--- src/rtl/alu_exec_stage.sv ---
// ALU execute stage: computes result/flags for one decoded op per accept and
// queues them in a 2-entry FIFO so write-back stalls never drop operations.
module alu_exec_stage #(
    parameter int WIDTH = 32
) (
    input  logic             clk,
    input  logic             rst_n,
    input  logic             in_valid,
    output logic             in_ready,
    input  logic [2:0]       alu_ctr,
    input  logic [WIDTH-1:0] src_a,
    input  logic [WIDTH-1:0] src_b,
    output logic             out_valid,
    input  logic             out_ready,
    output logic [WIDTH-1:0] result,
    output logic             zero,
    output logic             overflow,
    output logic             illegal_op
);

    typedef struct packed {
        logic [WIDTH-1:0] res;
        logic             zero;
        logic             ovf;
        logic             ill;
    } entry_t;

    localparam entry_t ENTRY_CLEAR = '{res: '0, zero: 1'b0, ovf: 1'b0, ill: 1'b0};

    entry_t           mem_q [2];
    logic             wr_ptr_q, wr_ptr_d;
    logic             rd_ptr_q, rd_ptr_d;
    logic [1:0]       count_q, count_d;
    entry_t           alu_s;
    logic [WIDTH-1:0] sum_s;
    logic [WIDTH-1:0] diff_s;
    logic             push_s;
    logic             pop_s;

    // Combinational ALU and flag generation for the offered op
    always_comb begin
        sum_s     = src_a + src_b;
        diff_s    = src_a - src_b;
        alu_s     = ENTRY_CLEAR;
        case (alu_ctr)
            3'b000: alu_s.res = src_a & src_b;
            3'b001: alu_s.res = src_a | src_b;
            3'b101: begin
                alu_s.res = sum_s;
                alu_s.ovf = (src_a[WIDTH-1] == src_b[WIDTH-1]) &&
                            (sum_s[WIDTH-1] != src_a[WIDTH-1]);
            end
            3'b110: begin
                alu_s.res = diff_s;
                alu_s.ovf = (src_a[WIDTH-1] != src_b[WIDTH-1]) &&
                            (diff_s[WIDTH-1] != src_a[WIDTH-1]);
            end
            // True signed compare, immune to subtraction overflow
            3'b100: alu_s.res = {{(WIDTH-1){1'b0}}, ($signed(src_a) < $signed(src_b))};
            3'b111: alu_s.res = src_a;
            default: begin
                alu_s.res = '0;
                alu_s.ill = 1'b1;
            end
        endcase
        alu_s.zero = (alu_s.res == '0);
    end

    assign in_ready  = (count_q != 2'd2);
    assign out_valid = (count_q != 2'd0);
    assign push_s    = in_valid && in_ready;
    assign pop_s     = out_valid && out_ready;

    // FIFO pointer and occupancy next-state
    always_comb begin
        wr_ptr_d = wr_ptr_q;
        rd_ptr_d = rd_ptr_q;
        count_d  = count_q;
        if (push_s) begin
            wr_ptr_d = ~wr_ptr_q;
        end else begin
            wr_ptr_d = wr_ptr_q;
        end
        if (pop_s) begin
            rd_ptr_d = ~rd_ptr_q;
        end else begin
            rd_ptr_d = rd_ptr_q;
        end
        case ({push_s, pop_s})
            2'b10:   count_d = count_q + 2'd1;
            2'b01:   count_d = count_q - 2'd1;
            default: count_d = count_q;
        endcase
    end

    // FIFO state and storage registers
    always_ff @(posedge clk or negedge rst_n) begin
        if (!rst_n) begin
            wr_ptr_q <= 1'b0;
            rd_ptr_q <= 1'b0;
            count_q  <= 2'd0;
            mem_q[0] <= ENTRY_CLEAR;
            mem_q[1] <= ENTRY_CLEAR;
        end else begin
            wr_ptr_q <= wr_ptr_d;
            rd_ptr_q <= rd_ptr_d;
            count_q  <= count_d;
            if (push_s) begin
                mem_q[wr_ptr_q] <= alu_s;
            end
        end
    end

    // Head entry presentation; an empty buffer shows all zeros
    always_comb begin
        if (out_valid) begin
            result     = mem_q[rd_ptr_q].res;
            zero       = mem_q[rd_ptr_q].zero;
            overflow   = mem_q[rd_ptr_q].ovf;
            illegal_op = mem_q[rd_ptr_q].ill;
        end else begin
            result     = '0;
            zero       = 1'b0;
            overflow   = 1'b0;
            illegal_op = 1'b0;
        end
    end

endmodule
--- config.mk ---
export PLATFORM = sky130hd
export DESIGN_NAME = alu_exec_stage
export DESIGN_NICKNAME = d
export VERILOG_FILES = /design/src/rtl/alu_exec_stage.sv
export SDC_FILE = /design/constraint.sdc
export NUM_CORES = 1
export LEC_CHECK = 0
export BUFFER_PORTS_ARGS = -buffer_cell sky130_fd_sc_hd__clkbuf_2
export CAP_MARGIN = 20
export CORE_MARGIN = 8
export CORE_UTILIZATION = 39
export DETAILED_ROUTE_END_ITERATION = 7
export GPL_TIMING_DRIVEN = 0
export PLACE_DENSITY_LB_ADDON = 0.25
export SLEW_MARGIN = 25
export SYNTH_ARGS = -nofsm -noshare
export SYNTH_HDL_FRONTEND = slang
export SYNTH_SLANG_ARGS = --single-unit
--- constraint.sdc ---
create_clock -name clk -period 5.18 [get_ports clk]
set_clock_uncertainty 0.05 [all_clocks]
set_input_delay 1.036 -clock clk [delete_from_list [all_inputs] [get_ports clk]]
set_output_delay 1.036 -clock clk [all_outputs]
set_load 0.01 [all_outputs]
### Word level (Yosys, flattened, before mapping)

Index checks and enable logic that the tools add are counted.
Widths: inputs -> output; s select.

| storage, ports and cells | value |
|---|---|
| register bits after elaboration | 74 |
| input bits | 71 |
| output and inout bits | 37 |
| word-level logic and storage cells | 61 |

| cells by class | value |
|---|---|
| $add $sub $neg | 4 |
| magnitude comparators | 4 |
| equal/unequal tests | 12 |
| muxes and demuxes | 14 |
| bitwise logic cells | 6 |
| reductions and logical operators | 10 |

Operators with widths:

| kind | count |
|---|---|
| $pmux 32 s6 | 1 |
| $mux 35 | 4 |
| $bwmux 70 | 1 |
| $demux 35 s1 | 1 |
| $add 32x32->32 | 1 |
| $and 32x32->32 | 1 |
| $logic_not 32->1 | 1 |
| $lt 32x32->1 | 1 |
| $mux 32 | 1 |
| $or 32x32->32 | 1 |
| $sub 32x32->32 | 1 |
| $eq 3x3->1 const B | 4 |
| $reduce_or 6->1 | 1 |
| $logic_and 1x1->1 | 5 |
| $ge 2x2->1 const B | 2 |
| $mux 1 | 4 |
| $not 1->2 | 2 |
| $pmux 2 s2 | 1 |
| $reduce_bool 2->1 | 2 |
| $eq 3x1->1 const B | 1 |
| $logic_not 3->1 | 1 |
| $ne 1x1->1 | 3 |
| $add 2x1->2 const B | 1 |
| $eq 2x1->1 const B | 1 |
| 7 further kinds | 8 |

### Logic depth before layout (Yosys ltp)

Gate-level depths: netlist of the first run.

| depth | value |
|---|---|
| word-level depth | 6 |
| mapped depth | 15 |
| gate-level depth less buffers | 15 |

### Worst setup path before layout of the first run

Ideal clock, no wire load.

| timing | value |
|---|---|
| path kind | input -> register |
| start | input port src_a[4] |
| end | register mem_q[2] (netlist name) |
| setup time | 0.104 ns |
| data arrival time | 4.362 ns |
| path slack | 0.664 ns |
| cell stages on the path | 14 |
| buffers on the path | 1 |
| cell sequence | inv_1 -> ha_1 -> buf_6 -> and2_4 -> a221oi_4 -> nand2_2 -> a221o_1 -> a222oi_1 -> nand4_1 -> or4_1 -> or4b_1 -> nor4_2 -> nand4_1 -> o41ai_2 |

| on the way | value |
|---|---|
| cells in the longest elaborated chain, start to end | 4 |
| elaborated cells on any way between the ends | 8 |
| those cells by class | add/sub (2); order compare (1); mux (2); bitwise (2); reduce/logical (1) |

Ends and longest elaborated chain:

| element | RTL line | source |
|---|---|---|
| from (decl) | 11 | `input logic [WIDTH-1:0] src_a,` |
| $sub 32x32->32 (tied with other cells) | 43 | `diff_s = src_a - src_b;` |
| $pmux 32 s6 (*) | 45 | `case (alu_ctr)` |
| $logic_not 32->1 (*) | 66 | `alu_s.zero = (alu_s.res == '0);` |
| $bwmux 70 (*) | 109 | `mem_q[wr_ptr_q] <= alu_s;` |
| to (signal, indexed assignment) | 109 |  |
| to (decl) | 30 | `entry_t mem_q [2];` |

Every way passes the cells marked *; elsewhere a longest branch is shown, timed or not.
A chain may end at the register's enable or synchronous reset.

### Final worst setup path of the first run

| timing | value |
|---|---|
| start | input port src_a[0] |
| end | register mem_q[37] (netlist name) |

Same word-level chain as after synthesis.

==> impl_metrics.py, run 1 <==
metrics = {
    "detailed_routing": {
        "viasPerCell": 6.032,
        "drt_iter0_markers": 911,
        "vias": 9428,
        "drt_wl_total_um": 32030,
        "first_pass_iters": 6,
        "drtAntennaViolNets": 0,
        "drt-wirelength-per-cell_um": 20.49,
        "drc": 0,
    },
    "floorplan": {
        "start_util_pct": 39.91,
        "coreArea_sq_mm": 0.02189,
        "die_h_um": 165.7,
        "pin_count": 108,
        "die_x_um": 165.7,
        "dieArea_sq_mm": 0.02745,
        "rows": 54,
    },
    "setup_path": {
        "critPathLaunch": "src_a[0]",
        "r2r-start": "count_q[0]",
        "worstPathArrival_ps": 5120,
        "critical_path_class": "input pin to flip-flop",
        "cp-start-kind": "input pin",
        "crit_path_end_kind": "flip-flop",
        "path_max_fanout": 7,
        "critPathRequiredTime_ps": 5340,
    },
    "clock_network": {
        "htree_levels": 3,
        "clock_latency_ps": 330,
        "root_buffer": "clkbuf_16",
        "tritoncts": "built",
        "cts_buffer_depth": 2,
        "cts_sinks": 74,
        "cts_made_buffers": 9,
        "clkSlewWorstSetupHoldPaths_ps": 60,
    },
    "sta": {
        "hold_viol": 0,
        "relSlewSlack_pct": 43.18,
        "rsz0062_at_grt": "false",
        "tightest_slew_ps": 852.2,
        "max_freq_mhz": 201.4,
        "setup_viol": 0,
        "min_period_ps": 4966,
        "fin_crit_sh_pct": 95.86,
        "drv_slew": 0,
        "setup_tns_ps": 0,
    },
    "logic_synthesis": {
        "ys_seq_elements": 74,
        "synth_edf_count": 0,
        "synth_top_flop_cell": "dfrtp_1",
        "synth_cell_types": 77,
        "yosysWarnings": 0,
        "postSynth.asyncResetShare_pct": 100.0,
        "syn_nets": 1327,
        "synth.cell_area_sq_mm": 0.008737,
        "syn_inst": 1152,
        "yosysSeqAreaShare_pct": 21.19,
        "synth_area_per_cell_sq_um": 7.584,
    },
    "status": {
        "run_status": "complete, no violations",
    },
    "global_routing": {
        "antenna_found_initial": 0,
        "grt.overflow.total": 0,
        "grt.total_usage_pct": 22.12,
        "grt_pass1_vias": 9091,
        "grt_max_degree": 45,
        "grt_pass1_wl_um": 50230,
    },
    "pwr": {
        "vdd_drop_max_uv": 233.8,
        "power_density_mw_per_mm2": 345.4,
        "p_leak_nw": 4.817,
    },
    "run": {
        "cap_violations": 0,
    },
    "final_layout": {
        "n_fill_cell": 2258,
        "drive_gt1_share_pct": 14.42,
        "n_antenna_cell": 0,
        "finish.utilization_pct": 45.83,
        "fin_nets": 1453,
        "area_growth_pct": 14.84,
    },
    "worst_hold_path": {
        "hp-start": "mem_q[56]",
        "hp-class": "flip-flop to flip-flop",
    },
    "placement": {
        "gp_congestion": 0.9913,
        "hpwl_um": 25010,
        "port_buffers": 106,
    },
}
cell usage after synthesis (all sizes together), types with 11 or more instances:
| cell type | number | area [sq um] |
|---|---|---|
| a211oi | 11 | 82.58 |
| a21o | 13 | 97.59 |
| a21oi | 77 | 385.4 |
| a221oi | 12 | 122.6 |
| a22oi | 20 | 150.1 |
| buf | 12 | 56.30 |
| clkbuf | 63 | 236.5 |
| dfrtp | 74 | 1852 |
| ha | 102 | 1276 |
| inv | 93 | 349.1 |
| mux2 | 22 | 247.7 |
| mux2i | 39 | 390.4 |
| nand2 | 143 | 539.3 |
| nand3 | 17 | 85.08 |
| nand4 | 12 | 75.07 |
| nor2 | 103 | 386.6 |
| nor2b | 11 | 68.82 |
| nor3 | 17 | 85.08 |
| nor4 | 16 | 106.4 |
| o211ai | 14 | 105.1 |
| o21a | 11 | 82.58 |
| o21ai | 71 | 355.3 |
| o22ai | 32 | 200.2 |
| o31ai | 16 | 120.1 |
placed cells by master (no fill, tap or decap), types with 10 or more instances in the layout:
cell type	synthesis	routed
nand2_1	142	142
clkbuf_2	0	110
nor2_1	103	103
ha_1	102	102
inv_1	92	92
a21oi_1	77	77
dfrtp_1	74	74
o21ai_0	69	67
clkbuf_1	63	60
mux2i_1	39	39
o22ai_1	32	32
mux2_2	22	22
a22oi_1	20	20
nand3_1	17	17
nor3_1	17	16
o31ai_1	16	16
nor4_1	15	15
o211ai_1	14	14
a21o_1	13	13
nand4_1	12	12
a221oi_1	11	11
nor2b_1	11	11
o21a_1	11	11
a211oi_1	11	10
final timing paths:
check	end	slack, ps	cells past startpoint
max	mem_q[37]	210	17
min	mem_q[56]	420	2
max reg2reg	mem_q[2]	3080	6
min reg2reg	mem_q[56]	420	2
max in group asynchronous	mem_q[25]	3870	2
min in group asynchronous	mem_q[45]	620	1
final cells by class:
class                           instances  area [sq um]  share of cell area [%]
Timing Repair Buffer                  115         613.1                   6.110
Clock buffer                           11         242.7                   2.419
Multi-Input combinational cell        910          6274                   62.53
Sequential cell                        74          1852                   18.46
Inverter                               93         349.1                   3.479
Buffer                                 75         299.0                   2.980
Clock inverter                          5         53.80                  0.5362
Tap cell                              280         350.3                   3.492
critical path, stage by stage:
cell	delay [ps]
clkbuf_2	120
inv_1	90
ha_1	170
inv_1	50
fa_1	420
nor2b_1	170
o21ai_0	230
o211ai_1	130
buf_4	190
a211o_1	300
a21oi_1	350
nor3_1	100
a21oi_1	420
or4b_1	500
nor4_2	270
nand4_1	240
o41ai_2	330
cells by family after synthesis:
family / synth area share, %
adder cells (fa/ha/maj): 15.07
AO/OA/AOI/OAI: 29.39
flip-flops: 21.19
buffers and inverters: 7.346
XOR/XNOR: 0.7017
AND/OR/NAND/NOR: 19.00
multiplexers: 7.303
registers in the layout, indices dropped and copies added (netlist names):
signal and cells:
wr_ptr_q 1, mem_q 70, count_q 2, rd_ptr_q 1
per-layer routing:
| layer | vias to the layer above | GRT usage (%) | wire [um] |
|---|---|---|---|
| met3 | 72 | 4.591 | 2573 |
| li1 | 4451 | - | - |
| met4 | 0 | 6.897 | 827 |
| met2 | 464 | 35.01 | 14300 |
| met5 | - | 0 | 0 |
| met1 | 4441 | 29.58 | 14330 |
through the flow:
stage / hold slack (ps) / setup WS, ps / cell area, sq um / instances / power [mW]
6_report: 423.7 / 214.3 / 10030 / 1563 / 3.465
5_1_grt: 446.8 / 14.19 / 10030 / 1563 / 3.734
4_1_cts: 426.0 / 30.44 / 9961 / 1555 / 3.463
3_5_place_dp: 411.6 / -570.9 / 9641 / 1539 / 2.839
3_3_place_gp: 408.3 / -500.2 / 9618 / 1538 / 2.803
2_1_floorplan: 392.5 / 664.4 / 8737 / 1152 / 2.189
power breakdown:
part	internal [mW]	switching [mW]	total [mW]	leakage, nW
sequential	0.842	0.133	0.975	0.925
combinational	0.726	1.15	1.88	3.74
clock	0.384	0.226	0.610	0.149
total	1.95	1.51	3.47	4.82
timing repair:
item                                    4_1_cts  5_1_grt
endpoints found under the setup margin        2        4
buffers inserted                              0        8
hold buffers                                  0        0
cloned                                        0        0
resized for setup                             7        5
pin swaps                                     0        4
Power figures use the tool's default switching activity.
==> inputs of run 2 (changes only) <==
ABC_AREA = 1   (was unset)
==> run 2 against run 1 <==
Compared with the run above: clock-buffer cell count shrank 1; power decreased by 2.4%; final cell count increased by 42%; via count grew 19%; final area up 12%; area after synthesis is 14% higher; worst setup slack improved by 920 ps; flip-flop and latch count did not move; routed wire length increased by 15%; first-iteration DRC count shrank 6.9%; combinational power is essentially flat; die area rose by 13%; critical endpoint unchanged.
==> impl_metrics.py, run 2 <==
metrics = {
    "clock_network": {
        "clkSlewWorstSetupHoldPaths_ps": 60,
        "tritoncts": "built",
        "post-cts-setup-buffer-count": 0,
        "cts_buffer_depth": 2,
        "clock_latency_ps": 330,
        "cts_made_buffers": 9,
        "root_buffer": "clkbuf_16",
        "htree_levels": 3,
        "cts_sinks": 74,
        "holdBufCountCts": 0,
        "cts_resized": 0,
    },
    "setup_path": {
        "worstPathArrival_ps": 4260,
        "cp-start-kind": "input pin",
        "cp_top_family": "simple AND/OR/NAND/NOR gates",
        "crit_path_end_kind": "flip-flop",
        "critPathSlowestCell": "fa_1",
        "worstRegToRegCells": 7,
        "critical_path_class": "input pin to flip-flop",
        "critPathLaunch": "src_a[0]",
        "worst-path-buf-inv": 1,
        "path_max_fanout": 5,
        "cp_cell_sequence": "clkbuf_2, ha_1, fa_1, nand3_1, nand3_1, nand2_1, nand2_1, nand2_1, nand2_1, o21ai_0, a21oi_1, nor2_1, nand2_1, nor2_1, nand2_1, nor2_1, nand4_1, nand2_1",
        "cp.depth": 18,
        "r2r-start": "count_q[0]",
        "slowest_delay_ps": 590,
        "critPathRequiredTime_ps": 5400,
        "crit_top_cell": "nand2_1",
    },
    "global_routing": {
        "grt_pass1_wl_um": 57700,
        "antenna_found_initial": 0,
        "grt_pass1_vias": 10716,
        "grt_max_degree": 42,
        "grt.total_usage_pct": 23.56,
        "grt.overflow.total": 0,
    },
    "detailed_routing": {
        "first_pass_iters": 5,
        "drtAntennaViolNets": 0,
        "viasPerCell": 5.069,
        "drt_wl_total_um": 36900,
        "drt_iter0_markers": 848,
        "vias": 11248,
        "drc": 0,
        "drt-wirelength-per-cell_um": 16.63,
    },
    "final_layout": {
        "n_antenna_cell": 0,
        "reg_top3": "mem_q: 70 flops, count_q: 2 flops",
        "area_growth_pct": 12.62,
        "drive_gt1_share_pct": 9.582,
        "finish.utilization_pct": 44.68,
        "most-common-layout-cells": "602 x nand2_1, 334 x inv_1, 131 x nand3_1, 126 x a21oi_1, 125 x nor2_1",
        "largest_reg_flops": 70,
        "final_common_cell": "nand2_1",
        "fin_nets": 2059,
        "stdcell_area_sq_mm": 0.01122,
        "largest_register": "mem_q",
    },
    "logic_synthesis": {
        "synth_cell_types": 42,
        "synth_edf_count": 0,
        "yosys.area.top_type_share_pct": 22.69,
        "synthTopCellsByCount": "602 x nand2_1, 334 x inv_1, 131 x nand3_1, 126 x a21oi_1, 125 x nor2_1",
        "syn_nets": 1940,
        "syn_inst": 1765,
        "synthTopCellsByArea": "nand2_1 23%, dfrtp_1 19%, ha_1 13%",
        "synth.most_common_cell": "nand2_1",
        "synth_top_area_cell": "nand2_1",
        "synth_top_flop_cell": "dfrtp_1",
        "yosysWarnings": 0,
        "yosysSeqAreaShare_pct": 18.59,
        "postSynth.asyncResetShare_pct": 100.0,
        "ys_seq_elements": 74,
        "synth.cell_area_sq_mm": 0.009961,
        "synth_area_per_cell_sq_um": 5.644,
    },
    "floorplan": {
        "pin_count": 108,
        "rows": 58,
        "die_h_um": 175.8,
        "start_util_pct": 39.67,
        "coreArea_sq_mm": 0.02511,
        "dieArea_sq_mm": 0.03091,
        "die_x_um": 175.8,
    },
    "pwr": {
        "power_density_mw_per_mm2": 301.6,
        "p_leak_nw": 6.570,
        "vdd_drop_max_uv": 291.2,
    },
    "placement": {
        "post_dp_cell_area_sq_mm": 0.01093,
        "port_buffers": 107,
        "gp_congestion": 0.9771,
        "hpwl_um": 31090,
    },
    "sta": {
        "holdWs_ps": 421.0,
        "setup_tns_ps": 0,
        "setup_viol": 0,
        "relSlewSlack_pct": 38.50,
        "fin_crit_sh_pct": 78.06,
        "tightest_slew_ps": 922.5,
        "min_period_ps": 4044,
        "drv_slew": 0,
        "max_freq_mhz": 247.3,
        "rsz0062_at_grt": "false",
        "hold_viol": 0,
    },
    "worst_hold_path": {
        "holdPathStages": 2,
        "hp-start": "mem_q[35]",
        "hp-class": "flip-flop to flip-flop",
    },
    "status": {
        "run_status": "complete, no violations",
    },
    "run": {
        "cap_violations": 0,
    },
}
## run 2: routing by layer
| metal | routed length (um) | GRT usage (%) | vias to the layer above |
|---|---|---|---|
| li1 | - | - | 5712 |
| met3 | 2059 | 2.126 | 53 |
| met5 | 0 | 0 | - |
| met2 | 16690 | 38.51 | 356 |
| met1 | 17070 | 32.03 | 5127 |
| met4 | 1084 | 7.912 | 0 |
## run 2: report_power, final
| part | internal, mW | total (mW) | switching, mW | leakage (nW) |
|---|---|---|---|---|
| sequential | 0.804 | 0.903 | 0.0986 | 0.958 |
| clock | 0.369 | 0.599 | 0.230 | 0.142 |
| combinational | 0.596 | 1.88 | 1.28 | 5.47 |
## run 2: logic make-up (layout without fill, tap and decap cells)
| kind of cell | Yosys count | count (layout) | share of synthesized area, % |
|---|---|---|---|
| flops | 74 | 74 | 18.59 |
| compound gates | 265 | 265 | 14.19 |
| simple gates | 919 | 919 | 38.02 |
| buf+inv | 398 | 522 | 15.54 |
| xor+xnor | 5 | 5 | 0.4397 |
| fa+ha+maj | 104 | 104 | 13.21 |
## run 2: cell type report
| class | instances | area, sq um |
|---|---|---|
| multi-input combinational | 1293 | 6561 |
| clock buffer | 10 | 229.0 |
| clock inverter | 6 | 57.56 |
| tap | 330 | 412.9 |
| fill | 2775 | 13890 |
| sequential | 74 | 1852 |
| inverter | 337 | 1265 |
| timing repair buffer | 108 | 558.0 |
| buffer | 61 | 282.8 |
## run 2: path summary, 6_finish.rpt
kind                              to  slack, ps
setup / recovery           mem_q[37]       1140
hold / removal             mem_q[35]        420
setup reg to reg           mem_q[12]       3100
hold reg to reg            mem_q[35]        420
max in group asynchronous  mem_q[31]       3840
min in group asynchronous  mem_q[10]        640
## run 2: stage by stage
step	std cells	worst slack (ps)	total power, mW
6_report	2219	1136	3.383
4_1_cts	2219	1214	3.396
2_1_floorplan	1765	2120	2.086
5_1_grt	2219	938.5	3.677
3_5_place_dp	2203	872.0	2.788
3_3_place_gp	2202	870.9	2.758
## run 2: worst min-delay path, cell delays in order, from the launching register on
cell and delay (ps):
dfrtp_1 340, nand2_1 50, nand2_1 50
==> inputs of run 3 (changes only) <==
ABC_AREA = 0   (was 1)
clock period = 3.7 ns   (was 5.18 ns; I/O delays follow)
==> run 3 against run 2 <==
Compared with the run above: the flow now finishes with violations (setup timing); register-to-register slack lost 1500 ps; sequential power grew 52%; sequential share of layout area grew 1.1 points; clock power is 35% higher; first-iteration DRC count is 6.3% higher; utilization rose by 3.5 points; non-clock buffer count increased by 31; via count fell by 16%; combinational power is 44% higher; largest power group unchanged.
==> impl_metrics.py, run 3 (synthesized netlist as in run 1, its figures left out) <==
metrics = {
    "global_routing": {
        "grt.total_usage_pct": 22.07,
        "antenna_found_initial": 0,
        "grt_pass1_wl_um": 49980,
        "grt_max_degree": 48,
        "grt.overflow.total": 0,
        "grt_pass1_vias": 9196,
    },
    "worst_hold_path": {
        "hp-class": "input pin to asynchronous set/reset pin",
    },
    "final_layout": {
        "largest_register": "mem_q",
        "most-common-layout-cells": "142 x nand2_1, 112 x clkbuf_2, 99 x nor2_1, 94 x ha_1, 84 x inv_1",
        "final-seq-area_sq_mm": 0.001852,
        "n_fill_cell": 2237,
        "drive_gt1_share_pct": 20.57,
        "fin_nets": 1463,
        "largest_reg_flops": 70,
        "n_antenna_cell": 0,
        "multi_input_area_sq_mm": 0.006570,
        "finish.utilization_pct": 48.15,
        "final_common_cell": "nand2_1",
        "reg_top3": "mem_q: 70 flops, count_q: 2 flops",
        "area_growth_pct": 20.64,
    },
    "pwr": {
        "vdd_drop_max_uv": 335.8,
        "p_leak_nw": 4.992,
        "power_density_mw_per_mm2": 463.9,
        "power_mw": 4.890,
    },
    "detailed_routing": {
        "drc": 0,
        "drt_iter0_markers": 901,
        "viasPerCell": 6.010,
        "first_pass_iters": 5,
        "vias": 9453,
        "drt-wirelength-per-cell_um": 20.30,
        "drtAntennaViolNets": 0,
        "drt_wl_total_um": 31930,
    },
    "sta": {
        "worst_slack_ps": -596.0,
        "rsz0062_at_grt": "true",
        "setup_viol": 5,
        "hold_viol": 0,
        "max_freq_mhz": 232.8,
        "drv_slew": 0,
        "min_period_ps": 4296,
        "tightest_slew_ps": 778.7,
        "relSlewSlack_pct": 48.08,
        "fin_crit_sh_pct": 116.1,
    },
    "clock_network": {
        "cts_buffer_depth": 2,
        "cts_made_buffers": 9,
        "clkSlewWorstSetupHoldPaths_ps": 60,
        "htree_levels": 3,
        "clock_latency_ps": 330,
        "tritoncts": "built",
        "root_buffer": "clkbuf_16",
        "cts_sinks": 74,
    },
    "run": {
        "cap_violations": 0,
    },
    "floorplan": {
        "dieArea_sq_mm": 0.02745,
        "die_x_um": 165.7,
        "coreArea_sq_mm": 0.02189,
        "die_h_um": 165.7,
        "rows": 54,
        "pin_count": 108,
        "start_util_pct": 39.91,
    },
    "placement": {
        "port_buffers": 106,
        "hpwl_um": 25040,
        "gp_congestion": 0.9586,
    },
    "setup_path": {
        "path_max_fanout": 10,
        "critPathRequiredTime_ps": 3880,
        "worst-path-buf-inv": 4,
        "slowest_delay_ps": 620,
        "crit_path_end_kind": "flip-flop",
        "reg2reg_to": "mem_q[2]",
        "ff2ff_setup_slack_ps": 1620,
        "cp_top_family": "buffers and inverters",
        "cp_cell_sequence": "buf_2, nand3b_1, clkbuf_1, clkbuf_1, clkbuf_1, o221ai_1, a221o_1, nor4_4, nand4_1, o41ai_2",
        "r2r-start": "count_q[0]",
        "cp-start-kind": "input pin",
        "worstRegToRegCells": 6,
        "worstPathArrival_ps": 4470,
        "critPathSlowestCell": "clkbuf_1",
        "critical_path_class": "input pin to flip-flop",
        "crit_top_cell": "clkbuf_1",
    },
    "status": {
        "run_status": "finished with violations",
        "violations": "setup timing",
    },
}
[run 3: worst max-delay path by stage]
| stage | from | end | slack [ps] | cells after the start |
|---|---|---|---|---|
| floorplan | src_b[4] | mem_q[37] | -340 | 14 |
| global placement | alu_ctr[2] | mem_q[37] | -1770 | 12 |
| detailed placement | alu_ctr[2] | mem_q[37] | -1720 | 12 |
| CTS | src_b[0] | mem_q[37] | -500 | 14 |
| global route | src_a[8] | mem_q[37] | -630 | 14 |
| finish | alu_ctr[0] | mem_q[2] | -600 | 10 |
[run 3: metal layers]
metal	up-vias	routed length (um)	track usage, %
met3	67	1889	2.745
met4	0	1069	8.386
li1	4477	-	-
met2	379	14380	34.97
met5	-	0	0
met1	4530	14590	30.02
[run 3: power breakdown]
part	internal (mW)	leakage, nW	total (mW)	switching (mW)
sequential	1.18	0.925	1.37	0.190
combinational	1.08	3.93	2.71	1.64
clock	0.489	0.139	0.807	0.318
[run 3: repair_timing]
item	CTS	global route
setup endpoints to repair	42	25
hold buffers	0	0
buffers inserted	18	5
gates resized for setup	77	43
pin swaps	26	16
[run 3: area by class of cell]
| type | instances | area share [%] |
|---|---|---|
| Multi-Input combinational cell | 910 | 62.33 |
| Sequential cell | 74 | 17.57 |
| Timing Repair Buffer | 130 | 7.526 |
| Inverter | 93 | 3.573 |
| Tap cell | 280 | 3.324 |
| Buffer | 70 | 2.991 |
| Clock buffer | 12 | 2.434 |
| Clock inverter | 4 | 0.2493 |
[run 3: through the flow]
step / setup WS [ps] / area [sq um] / TNS [ps] / std cells / hold slack [ps]
global route: -629.6 / 10540 / -1884 / 1573 / 344.1
finish: -596.0 / 10540 / -1458 / 1573 / 315.1
global placement: -1770 / 9691 / -35930 / 1538 / 407.3
detailed placement: -1723 / 9721 / -35230 / 1539 / 412.5
CTS: -497.6 / 10410 / -971.4 / 1570 / 314.0
floorplan: -340.8 / 8810 / -575.0 / 1152 / 392.5
[run 3: worst register-to-register path: cells and delay by family (launching register included)]
kind	cells	cell delay, ps
buffers and inverters	2	940
and+or+nand+nor	3	510
DFF	1	420
AOI/OAI and AO/OA	1	70
